[config.mk]
export PLATFORM = sky130hd
export DESIGN_NAME = uart_link
export DESIGN_NICKNAME = d
export VERILOG_FILES = /design/src/rtl/uart_link.sv
export SDC_FILE = /design/constraint.sdc
export NUM_CORES = 1
export LEC_CHECK = 0
export ABC_AREA = 1
export CELL_PAD_IN_SITES_DETAIL_PLACEMENT = 1
export CELL_PAD_IN_SITES_GLOBAL_PLACEMENT = 1
export CORE_MARGIN = 2
export CORE_UTILIZATION = 45
export DETAILED_ROUTE_END_ITERATION = 16
export GPL_TIMING_DRIVEN = 1
export PLACE_DENSITY = 0.83
export SLEW_MARGIN = 10
export SYNTH_ARGS = -nofsm -noshare
export SYNTH_HDL_FRONTEND = slang
export SYNTH_SLANG_ARGS = --single-unit
[constraint.sdc]
create_clock -name clk -period 2.5 [get_ports clk]
set_clock_uncertainty 0.2 [all_clocks]
set_input_delay 0.75 -clock clk [delete_from_list [all_inputs] [get_ports clk]]
set_output_delay 0.75 -clock clk [all_outputs]
set_load 0.01 [all_outputs]
[src/rtl/uart_link.sv]
// uart_link: full-duplex 8N1 serial link, one byte in flight per direction.
// Optional stop-bit framing check: define UART_FRAME_CHECK_EN.
module uart_link #(
    parameter int CLKS_PER_BIT = 104
) (
    input  logic       clk,
    input  logic       n_reset,
    input  logic       rx,
    output logic       tx,
    output logic       rx_ready,
    output logic [7:0] rx_data,
    input  logic       tx_write,
    input  logic [7:0] tx_data,
    output logic       tx_finished,
    output logic       dbg_rx_sample
);

    localparam int CW = $clog2(CLKS_PER_BIT);
    localparam logic [CW-1:0] BIT_LAST  = CW'(CLKS_PER_BIT - 1);
    localparam logic [CW-1:0] HALF_LAST = CW'(CLKS_PER_BIT / 2 - 1);

    typedef enum logic [2:0] {
        R_IDLE,
        R_START,
        R_DATA,
        R_STOP,
        R_WAIT
    } rx_state_t;

    typedef enum logic [1:0] {
        T_IDLE,
        T_START,
        T_DATA,
        T_STOP
    } tx_state_t;

    logic          rx_meta;
    logic          rx_sync;
    logic          rx_prev;
    logic          rx_fall;
    logic [1:0]    rx_vld;

    rx_state_t     rx_state, rx_state_n;
    logic [CW-1:0] rx_cnt, rx_cnt_n;
    logic [2:0]    rx_idx, rx_idx_n;
    logic [7:0]    rx_shift, rx_shift_n;
    logic          rx_smp;
    logic          rx_load;

    tx_state_t     tx_state, tx_state_n;
    logic [CW-1:0] tx_cnt, tx_cnt_n;
    logic [2:0]    tx_idx, tx_idx_n;
    logic [7:0]    tx_shift, tx_shift_n;
    logic          tx_bit;
    logic          tx_done;
    logic          tx_done_q;

    // Two-flop synchroniser plus registered falling-edge detect; rx_prev
    // only tracks the line once real pin samples have reached rx_sync.
    always_ff @(posedge clk) begin
        if (!n_reset) begin
            rx_meta <= 1'b1;
            rx_sync <= 1'b1;
            rx_vld  <= 2'b00;
            rx_prev <= 1'b0;
            rx_fall <= 1'b0;
        end else begin
            rx_meta <= rx;
            rx_sync <= rx_meta;
            rx_vld  <= {rx_vld[0], 1'b1};
            rx_prev <= rx_sync & rx_vld[1];
            rx_fall <= rx_prev & ~rx_sync;
        end
    end

    // Receive sequencing: half-bit to the start centre, then whole bits.
    always_comb begin
        rx_state_n = rx_state;
        rx_cnt_n   = rx_cnt;
        rx_idx_n   = rx_idx;
        rx_shift_n = rx_shift;
        rx_smp     = 1'b0;
        rx_load    = 1'b0;
        unique case (rx_state)
            R_IDLE: begin
                if (rx_fall) begin
                    rx_state_n = R_START;
                    rx_cnt_n   = '0;
                end
            end
            R_START: begin
                if (rx_cnt == HALF_LAST) begin
                    rx_smp     = 1'b1;
                    rx_cnt_n   = '0;
                    rx_idx_n   = 3'd0;
                    rx_state_n = rx_sync ? R_IDLE : R_DATA;
                end else begin
                    rx_cnt_n = rx_cnt + 1'b1;
                end
            end
            R_DATA: begin
                if (rx_cnt == BIT_LAST) begin
                    rx_smp     = 1'b1;
                    rx_cnt_n   = '0;
                    rx_shift_n = {rx_sync, rx_shift[7:1]};
                    if (rx_idx == 3'd7) begin
                        rx_state_n = R_STOP;
                    end else begin
                        rx_idx_n = rx_idx + 1'b1;
                    end
                end else begin
                    rx_cnt_n = rx_cnt + 1'b1;
                end
            end
            R_STOP: begin
                if (rx_cnt == BIT_LAST) begin
                    rx_smp   = 1'b1;
                    rx_cnt_n = '0;
`ifdef UART_FRAME_CHECK_EN
                    if (rx_sync) begin
                        rx_load    = 1'b1;
                        rx_state_n = R_IDLE;
                    end else begin
                        rx_state_n = R_WAIT;
                    end
`else
                    rx_load    = 1'b1;
                    rx_state_n = R_IDLE;
`endif
                end else begin
                    rx_cnt_n = rx_cnt + 1'b1;
                end
            end
            R_WAIT: begin
                if (rx_sync) begin
                    rx_state_n = R_IDLE;
                end
            end
            default: begin
                rx_state_n = R_IDLE;
            end
        endcase
    end

    // Receive state and registered strobes.
    always_ff @(posedge clk) begin
        if (!n_reset) begin
            rx_state      <= R_IDLE;
            rx_cnt        <= '0;
            rx_idx        <= 3'd0;
            rx_shift      <= 8'h00;
            rx_ready      <= 1'b0;
            rx_data       <= 8'h00;
            dbg_rx_sample <= 1'b0;
        end else begin
            rx_state      <= rx_state_n;
            rx_cnt        <= rx_cnt_n;
            rx_idx        <= rx_idx_n;
            rx_shift      <= rx_shift_n;
            rx_ready      <= rx_load;
            dbg_rx_sample <= rx_smp;
            if (rx_load) begin
                rx_data <= rx_shift;
            end
        end
    end

    // Transmit sequencing: each frame bit lasts exactly one bit period.
    always_comb begin
        tx_state_n = tx_state;
        tx_cnt_n   = tx_cnt;
        tx_idx_n   = tx_idx;
        tx_shift_n = tx_shift;
        tx_bit     = 1'b1;
        tx_done    = 1'b0;
        unique case (tx_state)
            T_IDLE: begin
                if (tx_write) begin
                    tx_state_n = T_START;
                    tx_cnt_n   = '0;
                    tx_shift_n = tx_data;
                end
            end
            T_START: begin
                tx_bit = 1'b0;
                if (tx_cnt == BIT_LAST) begin
                    tx_state_n = T_DATA;
                    tx_cnt_n   = '0;
                    tx_idx_n   = 3'd0;
                end else begin
                    tx_cnt_n = tx_cnt + 1'b1;
                end
            end
            T_DATA: begin
                tx_bit = tx_shift[0];
                if (tx_cnt == BIT_LAST) begin
                    tx_cnt_n   = '0;
                    tx_shift_n = {1'b0, tx_shift[7:1]};
                    if (tx_idx == 3'd7) begin
                        tx_state_n = T_STOP;
                    end else begin
                        tx_idx_n = tx_idx + 1'b1;
                    end
                end else begin
                    tx_cnt_n = tx_cnt + 1'b1;
                end
            end
            T_STOP: begin
                if (tx_cnt == BIT_LAST) begin
                    tx_state_n = T_IDLE;
                    tx_cnt_n   = '0;
                    tx_done    = 1'b1;
                end else begin
                    tx_cnt_n = tx_cnt + 1'b1;
                end
            end
            default: begin
                tx_state_n = T_IDLE;
            end
        endcase
    end

    // Transmit state; pin and finish strobe are registered one cycle
    // behind the state so the strobe follows the end of the stop bit.
    always_ff @(posedge clk) begin
        if (!n_reset) begin
            tx_state    <= T_IDLE;
            tx_cnt      <= '0;
            tx_idx      <= 3'd0;
            tx_shift    <= 8'h00;
            tx          <= 1'b1;
            tx_done_q   <= 1'b0;
            tx_finished <= 1'b0;
        end else begin
            tx_state    <= tx_state_n;
            tx_cnt      <= tx_cnt_n;
            tx_idx      <= tx_idx_n;
            tx_shift    <= tx_shift_n;
            tx          <= tx_bit;
            tx_done_q   <= tx_done;
            tx_finished <= tx_done_q;
        end
    end

endmodule

* Word-level counts from Yosys, hierarchy flattened
Cells that the tools add are included.
** Word-level totals
- Flip-flop bits (word level) :: 60
- Output and inout bits :: 12
** Cells by class
- Reductions and logical operators :: 16
- Add/sub/neg operators :: 4
- Bitwise gates (word level) :: 3
- Equality and inequality tests :: 25
- Mux-type cells :: 39
** Operator list (count)
- 3-bit two-way mux :: 12
- 7-bit two-way mux :: 5
- 2-bit inequality test (second input constant) :: 13
- 7-bit case mux with 3 select lines :: 1
- 8-bit two-way mux :: 2
- 8-bit case mux with 2 select lines :: 1
- 3-bit case mux with 5 select lines :: 1
- 7-bit by 1-bit adder with 7-bit output (second input constant) :: 2
- 7-bit == test (second input constant) :: 2
- 7-bit case mux with 2 select lines :: 1
- 2-bit two-way mux :: 6
- 3-bit case mux with 2 select lines :: 2
- 3-bit == test (second input constant) :: 3
- 2-bit case mux with 4 select lines :: 1
- 4-bit AND reduction :: 2
- 7-bit by 6-bit == test with 1-bit output (second input constant) :: 1
- 3-bit by 1-bit adder with 3-bit output (second input constant) :: 2
- 3-bit by 2-bit == test with 1-bit output (second input constant) :: 2
- 2-bit AND reduction :: 3
- 6-bit AND reduction :: 1
- 2-bit nonzero test :: 3
- 1-bit two-way mux :: 5
- 5-bit AND reduction :: 1
- 2-bit == test (second input constant) :: 2
- 11 further kinds :: 13

* Depth between registers and ports, before layout
Gate-level depths: netlist of the first run.
- Word-level depth :: 4
- Mapped depth :: 10
- Mapped depth without buffers :: 10

* Worst setup path before layout of the first run
Ideal clock, no wire load.
- Path kind :: input to register
- From :: in tx_write
- To :: reg tx_shift[1]
- Arrival :: 1.413 ns
- Slack :: 0.755 ns
- Setup time :: 0.132 ns
- Buffers on the path :: 1
- Stages on the path :: 5
- Data required time :: 2.168 ns
- Cell sequence :: nor2_1 -> inv_2 -> buf_2 -> nand4_1 -> a21oi_1
** On the way
- Cells in the longest elaborated chain, start to end :: 2
** Ends and longest elaborated chain
- from (decl) :: line 12 : input logic tx_write,
- 2-bit inequality test (no source line)
- 3-bit AND reduction (no source line)
- to (signal assigned) :: line 238 : tx_shift <= tx_shift_n;
- to (decl) :: line 53 : logic [7:0] tx_shift, tx_shift_n;
No other way between the ends.
A chain may end at the register's enable or synchronous reset.

* Worst setup path in the final report of the first run
- From :: reg rx_data[2]
- To :: out rx_data[2]
** RTL lines
- from (decl) :: line 11 : output logic [7:0] rx_data,
- from (signal assigned) :: line 163 : rx_data <= rx_shift;
No word-level cell between the ends.

==> impl_metrics.csv, run 1 <==
group,metric,value,unit
outcome,outcome,"complete, no violations",
setup_path,timing.rr.start,"tx_state[0]$_SDFFE_PN0P_",
placement,place.detailed.instances,484,
global_route,antenna_violations_before_repair,0,
floorplanning,initial_core_util,0.4685,
cts,cts-htree-levels,3,
floorplanning,design.core.area,5991,µm²
cells_and_area,most_common_cell_after_layout_fill_and_taps_aside,"sky130_fd_sc_hd__nand2_1",
setup_path,timing.critical_path.to_type,"output pin",
power_and_ir_drop,total_power,3.320,mW
cells_and_area,syn2layout_area_growth,20.20,%
detailed_routing,vias,2575,
synth,synth.top_cells.by_area,"sky130_fd_sc_hd__dfxtp_1 (42%), sky130_fd_sc_hd__nand2_1 (14%), sky130_fd_sc_hd__a21oi_1 (6.8%)",
global_route,grt_max_degree,24,
global_route,first_global_vias,2653,
synth,mappedNetlistNets,414,
synth,syn_area_per_cell,7.178,µm²
cts,clkLatencyLatePin,0.34,ns
min_path,worst_hold_endpoint,"rx_sync$_SDFF_PN1_",
cts,cts-resized-gates,0,
placement,place_hpwl,4779,µm
sta,timing.final.max_slew_violations,0,
cells_and_area,layoutNonFillerInstCount,500,
global_route,global_route.overflow_total,0,
global_route,track_usage,0.2118,
setup_path,cp.required,1.55,ns
setup_path,critical-path-max-stage-delay,0.54,ns
setup_path,cp.arrival,1.22,ns
sta,hold_violations,0,
floorplanning,die_height,82.97,µm
synth,distinct_cell_type_count_of_the_synthesized_netlist,31,
setup_path,reg2reg_slack,0.46,ns
power_and_ir_drop,power.density,984.4,nW/µm²
detailed_routing,ant_nets,0,
cells_and_area,fillCellCount,774,
sta,layout_min_cycle_time,2.172,ns
cts,max-clock-path-buffers,2,
setup_path,cells_traversed_along_the_worst_timing_path,"clkdlybuf4s50_1",
cells_and_area,layout.cells.most_common_list,"sky130_fd_sc_hd__nand2_1 (106), sky130_fd_sc_hd__dfxtp_1 (59), sky130_fd_sc_hd__inv_1 (42)",
detailed_routing,drt-wirelength-per-cell,13.72,µm
sta,maxClockFrequency,0.4604,GHz
setup_path,path_buf_inv,1,
detailed_routing,detailed_route_vias_per_instance,5.150,
setup_path,timing.reg2reg.worst_path_depth,8,
power_and_ir_drop,ir_worst_vdd,0.0005073,V
floorplanning,die_w,82.97,µm
cts,cts.repair_timing.setup_buffer_count,0,
setup_path,cp_slowest_cell,"sky130_fd_sc_hd__clkdlybuf4s50_1",
setup_path,timing_worst_setup_path_type,"reg -> out",
placement,gpl.final_weighted_congestion,0.8016,
cts,holdBufCountCts,0,
sta,grt_setup_unrepaired,"no",
cells_and_area,nNetsFinal,443,
floorplanning,die-area,6884,µm²
min_path,hold-path-cell-count,1,
cts,clkTransAtPathRegs,0.07,ns
global_route,grt_pass1_wl,11950,µm
synth,synthDominantCellAreaShare,0.4209,
synth,synth_seq_cells,59,
synth,synth_area_leader_cell,"sky130_fd_sc_hd__dfxtp_1",
cells_and_area,antenna-diode-count,0,
sta,timing_worst_slew_pin_value,0.3780,ns
synth,netlist_area,2806,µm²
floorplanning,std_cell_rows,28,
cts,cts_inserted_buffers,9,
sta,period_share,0.8688,
detailed_routing,first_pass_iters,4,
sta,final-setup-viol-count,0,
min_path,worst_hold_path_type,"reg -> reg",
synth,number_of_standard_cells_after_synthesis,391,
cts,clockRootBuffer,"sky130_fd_sc_hd__clkbuf_8",
synth,synthesis.yosys.warnings,0,
cts,tritoncts,"built",
detailed_routing,drtIter0Drc,65,
synth,seq_area_frac_synth,0.4209,
sta,fin_worst_hold_slack,0.2239,ns
setup_path,startpoint_type,"register",
detailed_routing,drt-total-wl,6858,µm
detailed_routing,remaining_drc_errors,0,
cells_and_area,final_core_utilization,0.5631,
setup_path,timing.critical_path.max_delay_family,"buffers and inverters",
floorplanning,num_io_pins,24,
setup_path,crit_path_max_fanout,2,
setup_path,rr_endpoint,"tx_state[0]$_SDFFE_PN0P_",
run,maxCapViolations,0,
placement,port-buffer-count,23,
sta,tns,0,ns
cts,clkSinkCount,59,
sta,worst_slew_margin_rel,0.7478,
min_path,hold_path.startpoint,"rx_meta$_SDFF_PN1_",
cells_and_area,drive_above_1_share,0.1129,
power_and_ir_drop,p_leak,1.460,nW
==> cell families (layout without fill, tap and decap cells) <==
logic type,after synthesis,after routing,share of synthesized area
AND/OR/NAND/NOR,202,202,0.3246
buffers and inverters,61,95,0.09184
flip-flops,59,59,0.4209
AO/OA/AOI/OAI,55,55,0.1043
adder cells (fa/ha/maj),11,11,0.04904
XOR/XNOR,3,3,0.009364
==> state kept, by name, summed over array words and instances (netlist names), 2 cells and up <==
register / cells
tx_shift: 8
rx_state: 2
rx_idx: 3
rx_data: 8
tx_state: 2
rx_vld: 2
tx_idx: 3
tx_cnt: 7
rx_shift: 8
rx_cnt: 7
==> synthesized netlist by cell type <==
cell type                  number
sky130_fd_sc_hd__o211ai_1       2
sky130_fd_sc_hd__clkbuf_1       2
sky130_fd_sc_hd__nand3_1       34
sky130_fd_sc_hd__dfxtp_1       59
sky130_fd_sc_hd__nor2_1        33
sky130_fd_sc_hd__a211oi_1       1
sky130_fd_sc_hd__xor2_1         3
sky130_fd_sc_hd__buf_2          5
sky130_fd_sc_hd__inv_1         42
sky130_fd_sc_hd__nor2_2         1
sky130_fd_sc_hd__a21oi_1       38
sky130_fd_sc_hd__buf_8          1
sky130_fd_sc_hd__clkinv_1       1
sky130_fd_sc_hd__buf_1          2
sky130_fd_sc_hd__nand2_1      106
sky130_fd_sc_hd__nand2_2        9
sky130_fd_sc_hd__nand4_1        8
sky130_fd_sc_hd__nor3_1         3
sky130_fd_sc_hd__o22ai_1        1
sky130_fd_sc_hd__o21ai_2        1
sky130_fd_sc_hd__nor2_4         2
sky130_fd_sc_hd__o21ai_0       11
sky130_fd_sc_hd__inv_8          1
sky130_fd_sc_hd__or2_2          2
sky130_fd_sc_hd__nand3_4        2
sky130_fd_sc_hd__o211a_1        1
sky130_fd_sc_hd__inv_2          6
sky130_fd_sc_hd__nand3_2        1
sky130_fd_sc_hd__ha_1          11
sky130_fd_sc_hd__buf_4          1
sky130_fd_sc_hd__nand2_4        1
==> area by class of cell <==
cell class	count	area [µm²]	share of cell area
sequential	59	1181	0.3501
timing repair buffer	29	275.3	0.08160
multi-input combinational	271	1368	0.4054
tap	75	93.84	0.02782
clock inverter	4	95.09	0.02819
inverter	50	195.2	0.05786
clock buffer	12	165.2	0.04896
==> power breakdown <==
part | total [mW] | internal (mW) | switching, mW
Clock | 1.14 | 0.743 | 0.393
Combinational | 1.02 | 0.341 | 0.680
Sequential | 1.16 | 1.07 | 0.0980
==> worst max path at each step <==
| stage | from | endpoint | cells after the start |
|---|---|---|---|
| floorplan | tx_write | tx_shift[1]$_SDFFE_PN0P_ | 5 |
| global placement | tx_write | tx_state[1]$_SDFFE_PN0P_ | 8 |
| detailed placement | tx_write | tx_state[1]$_SDFFE_PN0P_ | 8 |
| CTS | rx_data[2]$_SDFFE_PN0P_ | rx_data[2] | 1 |
| global route | tx_state[0]$_SDFFE_PN0P_ | tx_state[1]$_SDFFE_PN0P_ | 8 |
| finish | rx_data[2]$_SDFFE_PN0P_ | rx_data[2] | 1 |
==> stage by stage <==
stage	instance area, µm²	setup slack (ns)
3_5_place_dp	3113	0.2184
5_1_grt	3373	0.2258
6_report	3373	0.3279
3_3_place_gp	3113	0.2608
4_1_cts	3373	0.3087
2_1_floorplan	2806	0.7547
==> metal layers <==
| layer | up-vias | share of wire | track usage |
|---|---|---|---|
| li1 | 1305 | - | - |
| met1 | 1221 | 0.44 | 0.2435 |
| met2 | 36 | 0.52 | 0.3812 |
| met3 | 13 | 0.023 | 0.03976 |
| met4 | 0 | 0.019 | 0.09091 |
| met5 | - | 0 | 0 |
(Power assumes the default switching activity.)
==> run 2, diff against run 1 <==
--- a/config.mk
+++ b/config.mk
@@ -9,10 +9,10 @@
 export CELL_PAD_IN_SITES_DETAIL_PLACEMENT = 1
 export CELL_PAD_IN_SITES_GLOBAL_PLACEMENT = 1
 export CORE_MARGIN = 2
-export CORE_UTILIZATION = 45
+export CORE_UTILIZATION = 30
 export DETAILED_ROUTE_END_ITERATION = 16
 export GPL_TIMING_DRIVEN = 1
-export PLACE_DENSITY = 0.83
+export PLACE_DENSITY = 0.59
 export SLEW_MARGIN = 10
 export SYNTH_ARGS = -nofsm -noshare
 export SYNTH_HDL_FRONTEND = slang
==> run 2 against run 1 <==
Compared with the run above:
- flip-flop and latch count is the same
- die area grew 47%
- combinational power is essentially flat
- final cell count grew 7.0%
- setup slack gained 0.0085 ns
- hold slack lost 0.0048 ns
- core utilization shrank 20 points
- register-to-register slack gained 0.03 ns
- non-clock buffer count shrank 1
- critical endpoint unchanged
- largest power group unchanged
==> impl_metrics.csv, run 2 (synthesis results as in run 1) <==
group,metric,value,unit
outcome,outcome,"complete, no violations",
floorplanning,std_cell_rows,35,
power_and_ir_drop,power.switching,1.155,mW
sta,setup_ws,0.3364,ns
power_and_ir_drop,ir_worst_vdd,0.0004157,V
sta,fin_worst_hold_slack,0.2190,ns
floorplanning,die-area,10140,µm²
power_and_ir_drop,intPower,1.859,mW
cells_and_area,reg_top3,"rx_data: 8 flops, rx_shift: 8 flops, tx_shift: 8 flops",
cts,clkSinkCount,59,
global_route,grt_max_degree,35,
detailed_routing,drt-total-wl,6537,µm
detailed_routing,ant_nets,0,
cells_and_area,fillCellCount,1145,
floorplanning,die_w,100.7,µm
setup_path,cp_slowest_cell,"sky130_fd_sc_hd__clkdlybuf4s50_1",
sta,maxClockFrequency,0.4622,GHz
setup_path,startpoint_type,"register",
setup_path,crit_path_max_fanout,2,
placement,port-buffer-count,23,
detailed_routing,detailed_route_vias_per_instance,4.703,
sta,grt_setup_unrepaired,"no",
run,maxCapViolations,0,
cells_and_area,layout.cells.most_common_list,"sky130_fd_sc_hd__nand2_1 (106), sky130_fd_sc_hd__dfxtp_1 (59), sky130_fd_sc_hd__inv_1 (42)",
sta,hold_violations,0,
setup_path,timing.critical_path.to_type,"output pin",
cts,clkLatencyLatePin,0.34,ns
placement,place_hpwl,4631,µm
power_and_ir_drop,fraction_of_power_consumed_by_the_clock_network,0.283,
setup_path,critical-path-max-stage-delay,0.54,ns
cells_and_area,nNetsFinal,442,
setup_path,timing.critical_path.max_delay_family,"buffers and inverters",
global_route,antenna_violations_before_repair,0,
global_route,track_usage,0.1456,
cts,clkTransAtPathRegs,0.07,ns
global_route,grt_pass1_wl,11690,µm
cts,cts-resized-gates,0,
cts,cts.repair_timing.setup_buffer_count,0,
setup_path,cp.arrival,1.21,ns
floorplanning,num_io_pins,24,
cts,cts-htree-levels,3,
sta,layout_min_cycle_time,2.164,ns
detailed_routing,vias,2516,
sta,worst_slew_margin_rel,0.7350,
detailed_routing,drt-wirelength-per-cell,12.22,µm
floorplanning,die_height,100.7,µm
detailed_routing,remaining_drc_errors,0,
min_path,worst_hold_path_type,"reg -> reg",
power_and_ir_drop,share_seq_of_total_power,0.384,
power_and_ir_drop,p_leak,1.417,nW
global_route,first_global_vias,2584,
setup_path,path_buf_inv,1,
cts,holdBufCountCts,0,
placement,place.detailed.instances,519,
cells_and_area,antenna-diode-count,0,
cells_and_area,syn2layout_area_growth,19.13,%
setup_path,cells_traversed_along_the_worst_timing_path,"clkdlybuf4s50_1",
cells_and_area,drive_above_1_share,0.1108,
sta,timing.final.max_slew_violations,0,
power_and_ir_drop,power.switching_fraction,0.3832,
detailed_routing,first_pass_iters,4,
floorplanning,initial_core_util,0.3066,
sta,tns,0,ns
placement,preCtsSetupSlack,0.1635,ns
sta,final-setup-viol-count,0,
cts,max-clock-path-buffers,2,
floorplanning,design.core.area,9153,µm²
global_route,global_route.overflow_total,0,
cts,clockRootBuffer,"sky130_fd_sc_hd__clkbuf_8",
detailed_routing,drtIter0Drc,44,
cells_and_area,layoutNonFillerInstCount,535,
setup_path,timing_worst_setup_path_type,"reg -> out",
sta,period_share,0.8654,
cts,cts_inserted_buffers,9,
power_and_ir_drop,p_comb_frac,0.333,
placement,gpl.final_weighted_congestion,0.7752,
setup_path,cp.required,1.55,ns
cts,tritoncts,"built",
cells_and_area,most_common_cell_after_layout_fill_and_taps_aside,"sky130_fd_sc_hd__nand2_1",
cells_and_area,final_core_utilization,0.3653,
power_and_ir_drop,power.density,901.5,nW/µm²
sta,timing_worst_slew_pin_value,0.3976,ns
==> run 2: worst paths after layout <==
kind	startpoint	slack, ns	endpoint	depth (start not counted)
setup / recovery	rx_data[2]$_SDFFE_PN0P_	0.34	rx_data[2]	1
hold / removal	rx_vld[0]$_DFF_P_	0.22	rx_vld[1]$_SDFF_PN0_	2
setup reg to reg	tx_state[0]$_SDFFE_PN0P_	0.49	tx_state[0]$_SDFFE_PN0P_	8
hold reg to reg	rx_vld[0]$_DFF_P_	0.22	rx_vld[1]$_SDFF_PN0_	2
==> run 2: power groups by stage <==
stage	Combinational [mW]	Sequential (mW)	Clock, mW
floorplan	0.771	1.16	0
global placement	0.990	1.18	0
detailed placement	1.02	1.18	0
CTS	1.03	1.16	0.885
global route	1.17	1.18	0.927
finish	1.00	1.16	0.853
==> run 2: worst register-to-register path, cell delays in order, from the launching register on <==
cell                      delay (ns)
sky130_fd_sc_hd__dfxtp_1        0.39
sky130_fd_sc_hd__inv_1          0.10
sky130_fd_sc_hd__ha_1           0.21
sky130_fd_sc_hd__inv_1          0.22
sky130_fd_sc_hd__nand2_1        0.16
sky130_fd_sc_hd__o21ai_0        0.32
sky130_fd_sc_hd__nand2_1        0.13
sky130_fd_sc_hd__nand2_1        0.09
sky130_fd_sc_hd__a21oi_1        0.06
==> run 2: layout make-up <==
class	count	area, µm²	share of cell area
multi-input cells	271	1368	0.4091
repair buffers	28	267.8	0.08009
clock inverters	7	68.82	0.02058
inverters	50	195.2	0.05838
well taps	111	138.9	0.04154
clock buffers	9	123.9	0.03705
flip-flops and latches	59	1181	0.3533
==> run 2: stage by stage <==
step | power [mW] | cell area (µm²)
6_report | 3.014 | 3343
5_1_grt | 3.279 | 3343
4_1_cts | 3.071 | 3343
3_5_place_dp | 2.199 | 3151
3_3_place_gp | 2.166 | 3151
2_1_floorplan | 1.929 | 2806
==> run 2: metal layers <==
layer / wire length (µm) / vias to the layer above / GRT usage
met3: 166 / 8 / 0.03537
met5: 0 / - / 0
met2: 3124 / 25 / 0.2549
li1: - / 1303 / -
met1: 3130 / 1180 / 0.1706
met4: 115 / 0 / 0.05690
==> run 3, diff against run 2 <==
--- a/config.mk
+++ b/config.mk
@@ -8,7 +8,7 @@
 export ABC_AREA = 1
 export CELL_PAD_IN_SITES_DETAIL_PLACEMENT = 1
 export CELL_PAD_IN_SITES_GLOBAL_PLACEMENT = 1
-export CORE_MARGIN = 2
+export CORE_MARGIN = 3
 export CORE_UTILIZATION = 30
 export DETAILED_ROUTE_END_ITERATION = 16
 export GPL_TIMING_DRIVEN = 1
==> run 3 against run 2 <==
Compared with the run above:
- global-route usage is 0.19 points lower
- wire length is 3.9% higher
- via count is 0.83% lower
- hold slack worse by 0.011 ns
- clock-buffer cell count is 1 higher
- flip-flop and latch count stayed put
==> impl_metrics.csv, run 3 (synthesis results as in run 1) <==
group,metric,value,unit
cells_and_area,reg_top3,"rx_data: 8 flops, rx_shift: 8 flops, tx_shift: 8 flops",
min_path,hold_path.startpoint,"rx_vld[0]$_DFF_P_",
cells_and_area,fillCellCount,1150,
detailed_routing,ant_nets,0,
sta,final-setup-viol-count,0,
cells_and_area,summed_area_of_non_filler_cells_in_the_final_layout,3318,µm²
cells_and_area,nNetsFinal,442,
cts,cts_inserted_buffers,9,
power_and_ir_drop,power.density,875.2,nW/µm²
sta,worst_slew_margin_rel,0.7529,
sta,timing_worst_slew_pin_value,0.3698,ns
setup_path,rr_endpoint,"tx_state[1]$_SDFFE_PN0P_",
cells_and_area,layoutNonFillerInstCount,531,
setup_path,reg2reg_slack,0.59,ns
power_and_ir_drop,p_leak,1.409,nW
detailed_routing,drt-total-wl,6791,µm
cts,clkTransAtPathRegs,0.07,ns
cts,cts-resized-gates,0,
global_route,use_met1,0.1720,
min_path,worst_hold_endpoint,"rx_vld[1]$_SDFF_PN0_",
floorplanning,die_height,102.7,µm
sta,timing.final.max_slew_violations,0,
detailed_routing,remaining_drc_errors,0,
power_and_ir_drop,total_power,2.904,mW
placement,preCtsSetupSlack,0.1924,ns
sta,layout_min_cycle_time,2.158,ns
sta,grt_setup_unrepaired,"no",
global_route,track_usage,0.1437,
run,maxCapViolations,0,
floorplanning,die-area,10550,µm²
detailed_routing,drt-wirelength-per-cell,12.79,µm
global_route,met3_usage,0.04263,
placement,place.detailed.instances,516,
sta,setup_ws,0.3424,ns
floorplanning,num_io_pins,24,
setup_path,timing.reg2reg.worst_path_depth,8,
cts,clkSinkCount,59,
sta,hold_violations,0,
setup_path,timing_worst_setup_path_type,"reg -> out",
global_route,grt_pass1_wl,11910,µm
cts,tritoncts,"built",
cells_and_area,antenna-diode-count,0,
placement,gpl.final_weighted_congestion,0.7344,
cells_and_area,most_common_cell_after_layout_fill_and_taps_aside,"sky130_fd_sc_hd__nand2_1",
placement,port-buffer-count,23,
setup_path,cells_traversed_along_the_worst_timing_path,"clkdlybuf4s50_1",
floorplanning,die_w,102.7,µm
cells_and_area,final_core_utilization,0.3732,
min_path,worst_hold_path_type,"reg -> reg",
global_route,global_route.peak_usage_layer,"met2",
detailed_routing,drtIter0Drc,33,
setup_path,path_buf_inv,1,
placement,place_hpwl,4844,µm
setup_path,cp.required,1.55,ns
global_route,first_global_vias,2566,
global_route,global_route.overflow_total,0,
cells_and_area,drive_above_1_share,0.1064,
setup_path,timing.critical_path.max_delay_family,"buffers and inverters",
setup_path,timing.rr.start,"tx_state[0]$_SDFFE_PN0P_",
setup_path,critical-path-max-stage-delay,0.54,ns
cells_and_area,syn2layout_area_growth,18.23,%
placement,placed_cell_area,3159,µm²
floorplanning,initial_core_util,0.3156,
global_route,antenna_violations_before_repair,0,
detailed_routing,vias,2495,
cts,max-clock-path-buffers,2,
floorplanning,std_cell_rows,34,
cts,holdBufCountCts,0,
global_route,use_met2,0.2448,
global_route,grt_max_degree,30,
detailed_routing,first_pass_iters,4,
cts,cts.repair_timing.setup_buffer_count,0,
power_and_ir_drop,ir_worst_vdd,0.0003922,V
sta,period_share,0.8630,
setup_path,cp_slowest_cell,"sky130_fd_sc_hd__clkdlybuf4s50_1",
outcome,outcome,"complete, no violations",
setup_path,startpoint_type,"register",
setup_path,crit_path_max_fanout,2,
setup_path,cp.arrival,1.21,ns
min_path,hold-path-cell-count,2,
sta,maxClockFrequency,0.4635,GHz
sta,tns,0,ns
sta,fin_worst_hold_slack,0.2076,ns
detailed_routing,detailed_route_vias_per_instance,4.699,
cts,clkLatencyLatePin,0.33,ns
floorplanning,design.core.area,8891,µm²
setup_path,timing.critical_path.to_type,"output pin",
cts,clockRootBuffer,"sky130_fd_sc_hd__clkbuf_8",
cells_and_area,layout.cells.most_common_list,"sky130_fd_sc_hd__nand2_1 (106), sky130_fd_sc_hd__dfxtp_1 (59), sky130_fd_sc_hd__inv_1 (42)",
cts,cts-htree-levels,3,
[run 3: worst max path at each step]
| stage | depth (start not counted) | endpoint | from |
|---|---|---|---|
| after floorplan | 5 | tx_shift[1]$_SDFFE_PN0P_ | tx_write |
| after global placement | 8 | tx_state[1]$_SDFFE_PN0P_ | tx_write |
| after detailed placement | 8 | tx_state[1]$_SDFFE_PN0P_ | tx_write |
| after CTS | 1 | rx_data[1] | rx_data[1]$_SDFFE_PN0P_ |
| after global routing | 1 | rx_data[3] | rx_data[3]$_SDFFE_PN0P_ |
| final | 1 | rx_data[5] | rx_data[5]$_SDFFE_PN0P_ |
[run 3: area by class of cell]
class                           count  area [µm²]  share of cell area
Sequential cell                    59        1181              0.3560
Tap cell                          108       135.1             0.04072
Inverter                           50       195.2             0.05882
Clock buffer                       10       127.6             0.03846
Multi-Input combinational cell    271        1368              0.4121
Timing Repair Buffer               28       280.3             0.08446
Clock inverter                      5       31.28            0.009427
[run 3: metal layers]
metal / vias up / part of all wire
met5: - / 0
met4: 0 / 0.015
met3: 10 / 0.030
met2: 28 / 0.49
met1: 1161 / 0.47
li1: 1296 / -
[run 3: report_power, final]
group / leakage (nW) / internal (mW) / switching, mW
clock network: 0.0819 / 0.350 / 0.386
registers: 0.480 / 1.07 / 0.0910
logic: 0.847 / 0.341 / 0.671
total: 1.41 / 1.76 / 1.15
==> RTL change 1 (settings of run 1) <==
Encoding of `tx_state_t`: now one-hot (4 bits for 4 states).
--- a/src/rtl/uart_link.sv
+++ b/src/rtl/uart_link.sv
@@ -29,7 +29,7 @@
 
-    typedef enum logic [1:0] {
-        T_IDLE,
-        T_START,
-        T_DATA,
-        T_STOP
+    typedef enum logic [3:0] {
+        T_IDLE  = 4'b0001,
+        T_START = 4'b0010,
+        T_DATA  = 4'b0100,
+        T_STOP  = 4'b1000
     } tx_state_t;
Function: same outputs for any inputs over 10 cycles, from zero or initial values and one cycle with n_reset low; not proved beyond that.
==> RTL change 1 against run 1 <==
Cell area is 2.2% lower; non-clock buffer count down 2; largest power group unchanged; synthesized area is 0.62% higher; routed wire length fell by 5.7%; cell count up 1.0%; register-to-register slack better by 0.08 ns; sequential cell count grew 2; power shrank 13%; combinational power is 13% lower; worst setup slack better by 0.0044 ns; global-route usage is 1.0 points lower.
==> RTL change 1: results (changes against run 1) <==
min_path:
  hold_class: "reg2reg"
  min_from: "rx_prev"
  hold_depth: 2  # +1
  worstHoldEndpoint: "rx_fall"
power:
  ir_drop_mv: 0.715  # +41%
  p_leak_nw: 1.44  # -1.4%
yosys:
  synth_area_leaders: "dfxtp_1 (43%), nand2_1 (13%), a21oi_1 (7.6%), inv_1 (7.6%), nor2_1 (5.3%)"
  synth.distinct_cells: 28  # -9.7%
  syn_nets: 419  # +1.2%
  ys_warn_count: 0  # unchanged
  yosys-top-cells-count: "nand2_1 (97), dfxtp_1 (61), inv_1 (57), a21oi_1 (43), nor2_1 (40)"
  ys_seq_area_share_pct: 43.2  # +1.2 points
drt:
  wl_met3_um: 121  # -25%
  drt-vias-per-instance: 5.04  # -2.1%
  met2WireLength_mm: 3.27  # -7.6%
  wl_mm: 6.46  # -5.7%
  met1_length_mm: 3.00  # -1.1%
  first_iter_violations: 80  # +23%
outcome:
  status: "completed"
setup_path:
  rr_startpoint: "tx_state[0]"
  reg2reg_slack_ns: 0.54  # +0.08 ns
  r2r_end: "tx_idx[0]"
clock_network:
  post_cts_buffers: 0  # unchanged
  cts_made_buffers: 9  # unchanged
layout:
  drive_gt1_share_pct: 8.14  # -3.2 points
  fin_nets: 444  # +0.23%
  reg_top3: "rx_data (8), rx_shift (8), tx_shift (8)"
  fillers: 797  # +3.0%
timing:
  slew-limit-headroom_pct: 72.6  # -2.2 points
global_routing:
  grt_pass1_wl_mm: 11.3  # -5.5%
  grt_pass1_vias: 2478  # -6.6%
  grt_max_degree: 40  # +67%
  grt.total_usage_pct: 20.2  # -1.0 points
placed_design:
  gp_congestion: 0.791  # -1.3%
  hpwlAfterDp_mm: 4.50  # -5.9%
[RTL change 1: logic make-up after synthesis]
group,synth area share (%)
XOR/XNOR,1.24
flip-flops,43.2
buffers and inverters,10.2
AND/OR/NAND/NOR,29.6
adder cells (fa/ha/maj),2.66
AO/OA/AOI/OAI,13.1
[RTL change 1: where the power goes]
group	internal [mW]	switching [mW]	total (mW)
combinational	0.291	0.601	0.892
clock	0.449	0.381	0.831
sequential	1.08	0.0807	1.16
total	1.82	1.06	2.89
[RTL change 1: final cells by class]
cell class / instances / area (um2) / area share [%]
clock inverter: 5 / 52.6 / 1.59
timing repair buffer: 27 / 273 / 8.26
inverter: 58 / 218 / 6.60
clock buffer: 10 / 128 / 3.87
tap: 75 / 93.8 / 2.84
sequential: 61 / 1220 / 37.0
multi-input combinational: 269 / 1320 / 39.8
[RTL change 1: metrics by stage]
step	hold slack (ns)	cell area (um2)	utilization, %	std cells	power (mW)
after detailed placement	0.209	3120	52.1	490	2.07
after global placement	0.199	3120	52.1	490	2.03
after global routing	0.240	3300	55.1	505	3.12
after CTS	0.226	3300	55.1	505	2.91
final	0.223	3300	55.1	505	2.89
after floorplan	0.190	2820	-	401	1.88
[RTL change 1: routing by layer]
layer  vias up  GRT usage [%]
met5         -              0
met3         7           3.28
met1      1197           24.4
met2        17           34.6
met4         0           9.84
li1       1324              -
[RTL change 1: worst max path at each step]
| stage | start | end | slack, ns | cells after the start |
|---|---|---|---|---|
| global placement | n_reset | rx_sync | 0.32 | 4 |
| finish | rx_data[3] | rx_data[3] | 0.33 | 1 |
| floorplan | n_reset | tx | 0.85 | 3 |
| detailed placement | n_reset | rx_sync | 0.29 | 4 |
| CTS | rx_data[3] | rx_data[3] | 0.32 | 1 |
| global route | rx_data[3] | rx_data[3] | 0.28 | 1 |
[RTL change 1: worst reg2reg max path, stage by stage (launching register included)]
cell     delay, ns
dfxtp_1       0.33
nor2_1        0.16
nand3_2       0.34
inv_2         0.29
nand2_2       0.12
nand2_1       0.13
nand2_1       0.11
o21ai_1       0.13
nor2_1        0.04
==> RTL change 2 (settings of run 1) <==
Made on the original files. Change the parameter `CLKS_PER_BIT` from 104 to 52.
--- a/src/rtl/uart_link.sv
+++ b/src/rtl/uart_link.sv
@@ -3,3 +3,3 @@
 module uart_link #(
-    parameter int CLKS_PER_BIT = 104
+    parameter int CLKS_PER_BIT = 52
 ) (
Check against the original RTL: same outputs for any inputs over 10 cycles, from zero or initial values and one cycle with n_reset low; that may be too few to reach the edited logic, so the function may still have changed.
==> RTL change 2 against run 1 <==
Worst setup slack worse by 0.019 ns; register-to-register slack worse by 0.07 ns; routed wire length is 8.4% lower; sequential cell count is 2 lower; utilization is 0.64 points lower; power is 0.40% lower; synthesized area is 1.8% lower; cell area is 2.3% lower; critical endpoint is now rx_data[4]; largest cell class unchanged.
==> RTL change 2: results (changes against run 1) <==
yosys:
  ys_async_sr_fraction_pct: 0  # unchanged
  yosys-top-cells-count: "nand2_1 (80), dfxtp_1 (57), inv_1 (57), nor2_1 (38), a21oi_1 (24)"
  syn_nets: 390  # -5.8%
  synth_area_leaders: "dfxtp_1 (41%), nand2_1 (11%), inv_1 (7.8%), ha_1 (5.4%), nor2_1 (5.2%)"
  synth.distinct_cells: 36  # +16%
placed_design:
  gp_congestion: 0.798  # -0.42%
global_routing:
  grt_pass1_wl_mm: 10.9  # -9.0%
  grt_max_degree: 43  # +79%
  grt.total_usage_pct: 21.4  # +0.24 points
drt:
  met2WireLength_mm: 3.04  # -14%
  wl_met3_um: 179  # +11%
  first_iter_violations: 49  # -25%
  vias: 2367  # -8.1%
  met1_length_mm: 2.88  # -4.9%
  routedWlPerCell_um: 13.3  # -2.8%
outcome:
  status: "completed"
power:
  p_leak_nw: 1.50  # +2.7%
  ir_drop_mv: 0.527  # +4.0%
clock_network:
  cts.path.max_buffers: 2  # unchanged
  root_buffer: "clkbuf_8"
layout:
  fillers: 741  # -4.3%
  drive_gt1_share_pct: 11.6  # +0.32 points
  fin_nets: 416  # -6.1%
timing:
  slew-limit-headroom_pct: 67.1  # -7.6 points
setup_path:
  cp.arrival_ns: 1.24  # +0.02 ns
RTL change 2: cell types whose count changed in the layout (fill, tap and decap cells not counted), sizes merged, moves of 2 or more:
cell | before | now
nand3 | 37 | 14
clkbuf | 12 | 10
o211ai | 2 | 0
nand2 | 116 | 83
nor2 | 36 | 46
o21ai | 12 | 24
a21oi | 38 | 28
nand3b | 0 | 2
dfxtp | 59 | 57
buf | 6 | 1
o21a | 0 | 7
inv | 49 | 61
RTL change 2: cells by family (layout without fill, tap and decap cells):
kind of cell / Yosys count / in the layout / share of synthesized area [%]
AO/OA/AOI/OAI: 62 / 62 / 13.2
XOR/XNOR: 4 / 4 / 1.27
adder cells (fa/ha/maj): 12 / 12 / 5.45
buffers and inverters: 71 / 101 / 10.9
flip-flops: 57 / 57 / 41.4
AND/OR/NAND/NOR: 160 / 160 / 27.7
RTL change 2: routing by layer:
layer | vias to the layer above | GRT usage [%]
li1 | 1197 | -
met1 | 1111 | 25.2
met2 | 40 | 36.0
met3 | 19 | 4.78
met4 | 0 | 11.7
met5 | - | 0
RTL change 2: cell type report:
type / instances / area (um2) / area share (%)
sequential: 57 / 1140 / 34.6
tap: 75 / 93.8 / 2.85
timing repair buffer: 24 / 250 / 7.59
clock inverter: 5 / 128 / 3.87
clock buffer: 10 / 138 / 4.18
inverter: 62 / 233 / 7.06
multi-input combinational: 238 / 1310 / 39.8
RTL change 2: worst paths after layout:
check         startpoint  slack (ns)  depth (start not counted)          to
max           rx_data[4]        0.31                          1  rx_data[4]
min              rx_prev        0.22                          2     rx_fall
max reg2reg  tx_state[0]        0.39                         10   tx_idx[0]
min reg2reg      rx_prev        0.22                          2     rx_fall
RTL change 2: through the flow:
step | instances | setup WS [ns] | cell area [um2]
after floorplan | 366 | 0.812 | 2760
after global placement | 456 | 0.146 | 3030
after detailed placement | 456 | 0.0825 | 3030
final | 471 | 0.308 | 3300
after CTS | 471 | 0.286 | 3300
after global routing | 471 | 0.215 | 3300
RTL change 2: power by group:
group	switching [mW]	total (mW)	internal, mW
logic	0.682	1.04	0.354
clock network	0.375	1.16	0.784
registers	0.0810	1.11	1.03
